===== config.mk =====
export PLATFORM = sky130hd
export DESIGN_NAME = pc_branch_unit
export DESIGN_NICKNAME = d
export VERILOG_FILES = /design/src/rtl/pc_branch_unit.sv
export SDC_FILE = /design/constraint.sdc
export NUM_CORES = 1
export LEC_CHECK = 0
export CORE_MARGIN = 4
export CORE_UTILIZATION = 47
export DETAILED_ROUTE_END_ITERATION = 8
export DONT_BUFFER_PORTS = 1
export SYNTH_ARGS = -nofsm -noshare
export SYNTH_HDL_FRONTEND = slang
export SYNTH_SLANG_ARGS = --single-unit

===== constraint.sdc =====
create_clock -name clk -period 3.7 [get_ports clk]
set_clock_uncertainty 0.2 [all_clocks]
set_input_delay 1.11 -clock clk [delete_from_list [all_inputs] [get_ports clk]]
set_output_delay 1.11 -clock clk [all_outputs]
set_load 0.03 [all_outputs]

===== src/rtl/pc_branch_unit.sv =====
// Program counter with increment, absolute jump and conditional relative branch.
// Relative branches that cross a page take one extra cycle to correct the high part.
//
// state | meaning
// RUN   | accepting inc / jump / conditional branch commands
// FIX   | applying the +1/-1 correction to the PC high part; commands ignored
module pc_branch_unit #(
  parameter int                ADDR_W     = 16,
  parameter int                DATA_W     = 8,
  parameter int                FLAG_W     = 8,
  parameter logic [ADDR_W-1:0] RESET_ADDR = '0
) (
  input  logic                       clk,
  input  logic                       rst,
  input  logic                       inc,
  input  logic                       load_lo,
  input  logic                       branch_uncon,
  input  logic                       branch_con,
  input  logic [$clog2(FLAG_W)-1:0]  branch_sel,
  input  logic                       branch_sense,
  input  logic [FLAG_W-1:0]          status,
  input  logic [DATA_W-1:0]          data_in,
  output logic [ADDR_W-1:0]          address,
  output logic                       busy,
  output logic                       taken,
  output logic                       normal,
  output logic                       page_cross
);

  localparam int HI_W = ADDR_W - DATA_W;

  typedef enum logic {RUN, FIX} state_t;

  state_t            state, state_nx;
  logic [ADDR_W-1:0] pc, pc_nx;
  logic [DATA_W-1:0] lo_hold, lo_hold_nx;
  logic              fix_down, fix_down_nx;
  logic              taken_nx, normal_nx, page_cross_nx;

  logic              cond;
  logic [DATA_W:0]   lo_sum;
  logic              off_neg;
  logic              carry;
  logic              need_fix;
  logic [HI_W-1:0]   pc_hi;
  logic [HI_W-1:0]   pc_hi_fixed;

  assign cond        = (status[branch_sel] == branch_sense);
  assign lo_sum      = {1'b0, pc[DATA_W-1:0]} + {1'b0, data_in};
  assign off_neg     = data_in[DATA_W-1];
  assign carry       = lo_sum[DATA_W];
  // carry with a positive offset or no carry with a negative one means the page changed
  assign need_fix    = carry ^ off_neg;
  assign pc_hi       = pc[ADDR_W-1:DATA_W];
  assign pc_hi_fixed = fix_down ? (pc_hi - HI_W'(1)) : (pc_hi + HI_W'(1));

  always_comb begin
    state_nx      = state;
    pc_nx         = pc;
    lo_hold_nx    = load_lo ? data_in : lo_hold;
    fix_down_nx   = fix_down;
    taken_nx      = 1'b0;
    normal_nx     = 1'b0;
    page_cross_nx = 1'b0;

    unique case (state)
      RUN: begin
        if (branch_uncon) begin
          // jump uses the lo_hold value from before any coincident load_lo
          pc_nx = {data_in[HI_W-1:0], lo_hold};
        end else if (branch_con) begin
          if (cond) begin
            taken_nx = 1'b1;
            pc_nx    = {pc_hi, lo_sum[DATA_W-1:0]};
            if (need_fix) begin
              page_cross_nx = 1'b1;
              fix_down_nx   = off_neg;
              state_nx      = FIX;
            end
          end else begin
            normal_nx = 1'b1;
          end
        end else if (inc) begin
          pc_nx = pc + ADDR_W'(1);
        end
      end
      FIX: begin
        pc_nx       = {pc_hi_fixed, pc[DATA_W-1:0]};
        fix_down_nx = 1'b0;
        state_nx    = RUN;
      end
      default: state_nx = RUN;
    endcase
  end

  always_ff @(posedge clk) begin
    if (!rst) begin
      state      <= RUN;
      pc         <= RESET_ADDR;
      lo_hold    <= '0;
      fix_down   <= 1'b0;
      busy       <= 1'b0;
      taken      <= 1'b0;
      normal     <= 1'b0;
      page_cross <= 1'b0;
    end else begin
      state      <= state_nx;
      pc         <= pc_nx;
      lo_hold    <= lo_hold_nx;
      fix_down   <= fix_down_nx;
      busy       <= (state_nx == FIX);
      taken      <= taken_nx;
      normal     <= normal_nx;
      page_cross <= page_cross_nx;
    end
  end

  assign address = pc;

endmodule


Yosys cells after proc, flatten, opt, wreduce, memory -nomap -nowiden

Cells that the tools add are included.

Bits in registers: 29
Bits in latches: 0
Bits in writable memories: 0
ROM bits: 0
Bits of input ports: 26
Logic and storage cells: 51
Memories: 0

$add $sub $neg: 4
$mul: 0
Divide/modulo/power cells: 0
$lt $le $gt $ge: 1
Equality and inequality tests: 9
Shifts and indexed selects: 0
Muxes and demuxes: 20
Bitwise gates (word level): 4
Reductions and logical operators: 5

Operator list:

| kind                    | count |
|---|---|
| $mux W16                | 3 |
| $pmux W16 S2            | 1 |
| $add A16 B1 Y16 const B | 1 |
| $mux W8                 | 2 |
| $mux W1                 | 11 |
| $add A8 B8 Y9           | 1 |
| $add A8 B1 Y8 const B   | 1 |
| $ne A2 B2 Y1 const B    | 4 |
| $ne A4 B4 Y1 const B    | 2 |
| $sub A8 B1 Y8 const B   | 1 |
| $ne A3 B3 Y1 const B    | 2 |
| $lt A3 B4 Y1 const B    | 1 |
| $pmux W1 S2             | 2 |
| $reduce_and A4 Y1       | 1 |
| $reduce_or A4 Y1        | 1 |
| $bmux W1 S3             | 1 |
| $not A1 Y1              | 3 |
| $reduce_and A3 Y1       | 1 |
| $reduce_and A2 Y1       | 1 |
| $reduce_or A2 Y1        | 1 |
| $eq A1 B1 Y1            | 1 |
| $xor A1 B1 Y1           | 1 |

Longest topological paths before layout

Depth after elaboration: 7
Depth in mapped cells: 8

Worst setup path before layout

Ideal clock, no wire load.

Path type: input-to-reg
Start: input port data_in[0]
End: register pc[6] (netlist: address[6])
Data arrival time: 2,832 ps
Data required time: 3,370 ps
Setup slack: 538 ps
Stages: 8
Buffers on the path: 0
Cells stage by stage: ha_1 -> fa_1 -> a211oi_1 -> nor2_1 -> or4_1 -> a31o_2 -> o211ai_1 -> a311oi_1

Cells in the longest elaborated chain, start to end: 5

Ends and longest elaborated chain:

| element              | RTL line | text |
|---|---|---|
| from (decl)          | 22       | `input logic [DATA_W-1:0] data_in,` |
| $add A8 B8 Y9        | 49       | `assign lo_sum = {1'b0, pc[DATA_W-1:0]} + {1'b0, data_in};` |
| $mux W8              | 72       | `if (cond) begin` |
| $mux W16             | 71       | `end else if (branch_con) begin` |
| $mux W16             | 68       | `if (branch_uncon) begin` |
| $pmux W16 S2         | 66       | `unique case (state)` |
| to (signal assigned) | 108      | `pc <= pc_nx;` |
| to (decl)            | 35       | `logic [ADDR_W-1:0] pc, pc_nx;` |

No other way between the ends. The select of a mux whose other input is x is not followed.
A chain may end at the register's enable or synchronous reset.

Final worst setup path

Same ends and word-level chain as after synthesis.

==> impl_metrics.json <==
{
  "worst_slew_pin_slew_ns": 0.7906,
  "path_class": "in2reg",
  "post_cts_buffers": 0,
  "root_buffer": "clkbuf_8",
  "cts_buffer_depth": 2,
  "end_kind": "flip-flop",
  "die_h_microns": 77.86,
  "path_clk_slew_ns": 0.11,
  "min_period_ns": 2.996,
  "hold_slack_ns": 0.3038,
  "grt_pass1_vias": 1995,
  "crit-reg2reg-capture": "address[6]",
  "ir_drop_v": 0.0001813,
  "post_cts_resized": 0,
  "num_vias": 2151,
  "endpoint": "address[6]",
  "synth_seq_cells": 28,
  "start_util_pct": 48.56,
  "nets": 329,
  "clock-sinks": 28,
  "powerDensity_nw_per_um2": 376.9,
  "grt_max_degree": 21,
  "routed_wl_mm": 6.290,
  "cts_max_level": 1,
  "final_common_cell": "nor2_1",
  "finalSetupViolCount": 0,
  "cp-start-kind": "input port",
  "cts_hold_buf": 0,
  "min_path_type": "reg2reg",
  "cp-startpoint": "data_in[0]",
  "ios": 46,
  "drt_iter0_markers": 152,
  "grt.overflow.total": 0,
  "outcome": "completed",
  "clk_latency_ns": 0.28,
  "timing_hold_violations_final": 0,
  "whs_path_depth": 2,
  "ys_async_sr_fraction_pct": 0,
  "grt_pass1_wl_mm": 10.27,
  "syn-num-nets": 332,
  "setup_ws_ns": 0.7044,
  "area_growth_pct": 4.474,
  "yosys_warnings": 0,
  "syn_area_sq_um": 2293,
  "critPathArrivalTime_ns": 2.95,
  "synthDistinctLibCells": 51,
  "std_cell_rows": 25,
  "period_share_pct": 80.96,
  "viasPerCell": 6.111,
  "antenna_found_initial": 0,
  "design.core.area_sq_um": 4723,
  "fin_setup_tns_ns": 0,
  "regToRegSetupSlack_ns": 0.96,
  "layout_common_cells": "32 x nor2_1, 28 x dfxtp_1, 24 x o21ai_0",
  "ant_nets": 0,
  "synth-edff-count": 0,
  "worstPathRequired_ns": 3.66,
  "syn_inst": 289,
  "wire_per_inst_microns": 17.87,
  "die-area_sq_um": 6061,
  "synth_area_per_cell_sq_um": 7.936,
  "drv_cap": 0,
  "cp_max_fo": 4,
  "dp_hpwl_mm": 4.768,
  "drt_drc_violations_left": 0,
  "drt_first_pass_iters": 4,
  "r2r-start": "address[0]",
  "grt_setup_unrepaired": "no",
  "port_buffers": 0,
  "place_ws_ns": 0.4170,
  "track_usage_pct": 21.08,
  "drv_slew": 0,
  "cts_buffers": 3,
  "place_congestion": 0.9301,
  "ys_seq_area_share_pct": 24.44,
  "n_antenna_cell": 0,
  "cts_tree": "built",
  "r2r_cells": 8,
  "fmax_mhz": 333.8,
  "max-slew-margin-rel_pct": 47.22,
  "die_width_microns": 77.86,
  "final_layout_size_suffix_gt1_share_pct": 4.561,
  "ys.flop_type": "dfxtp_1",
  "leakagePower_uw": 0.0009908
}
==> sequential cells by signal, summed over array words and instances, names as in the netlist <==
signal      count
address        16
lo_hold         8
fix_down        1
normal          1
page_cross      1
taken           1
==> area by class of cell <==
cell class / instances / area [sq um]
inverters: 10 / 37.54
fillers: 496 / 2327
clock inverters: 1 / 30.03
clock buffers: 3 / 41.29
multi-input cells: 239 / 1613
repair buffers: 4 / 30.03
flip-flops and latches: 28 / 560.5
well taps: 67 / 83.83
==> per-layer routing <==
metal  GRT usage (%)  wire, microns
met1           29.10           2929
met2           32.79           2783
met3           5.104            535
met4           5.160             42
met5               0              0
==> per-stage QoR <==
| step | cell area (sq um) | power [uW] | utilization, % | std cells |
|---|---|---|---|---|
| 2_1_floorplan | 2293 | 606.4 | - | 289 |
| 5_1_grt | 2396 | 957.5 | 50.73 | 352 |
| 4_1_cts | 2396 | 908.4 | 50.73 | 352 |
| 6_report | 2396 | 903.0 | 50.73 | 352 |
| 3_5_place_dp | 2325 | 656.1 | 49.22 | 348 |
| 3_3_place_gp | 2325 | 652.1 | 49.22 | 348 |
==> cells in the mapped netlist, types with 2 or more instances <==
cell      instances  share of area [%]
xor2_1            9                3.4
nor3_1           17                3.7
buf_4             2               0.65
dfxtp_1          28                 24
a21o_1            8                2.6
nand3_1          11                2.4
buf_6             4                2.0
nand2b_1          3               0.82
o22ai_1           2               0.55
nor4_1            2               0.55
a222oi_1          2               0.87
clkbuf_1          5               0.82
mux4_1            2                2.3
a21oi_1          21                4.6
a31oi_1           3               0.82
o21ai_0          24                5.2
inv_1             9                1.5
a311oi_1          2               0.76
fa_1              2                1.7
nand2_1          23                3.8
a31o_2            2               0.76
and3_1            2               0.55
xnor2_1           7                2.7
a211oi_1          5                1.6
a221oi_1          3                1.1
a22oi_1           2               0.65
or4_1             2               0.65
o211ai_1          4                1.3
nand3b_1          2               0.65
o311ai_0          2               0.76
ha_1             15                8.2
nor2b_1           3               0.82
nor2_1           32                5.2
mux2i_1          12                5.2
==> worst max-delay path, cell delays in order <==
cell	delay, ns
ha_1	0.21
fa_1	0.44
a211oi_1	0.23
nor2_1	0.11
or4_1	0.40
a31o_2	0.24
o211ai_1	0.09
a311oi_1	0.12
==> power by group <==
group / total [uW] / internal (uW) / switching, uW
clock: 252 / 145 / 107
sequential: 389 / 325 / 64.7
combinational: 262 / 118 / 144
==> worst min-delay path by stage <==
stage                     from         end  slack (ns)
floorplan           lo_hold[5]  lo_hold[5]        0.25
global placement    lo_hold[5]  lo_hold[5]        0.27
detailed placement  lo_hold[1]  lo_hold[1]        0.29
CTS                 lo_hold[1]  lo_hold[1]        0.31
global route        lo_hold[4]  lo_hold[4]        0.34
finish              lo_hold[1]  lo_hold[1]        0.30
==> cells by family after synthesis <==
logic type,count (synthesis),share of synthesized area [%]
fa+ha+maj,17,9.929
simple gates,103,21.22
xor+xnor,16,6.110
flops,28,24.44
compound gates,88,24.55
buf+inv,22,5.237
mux,15,8.511
(Power assumes the default switching activity.)
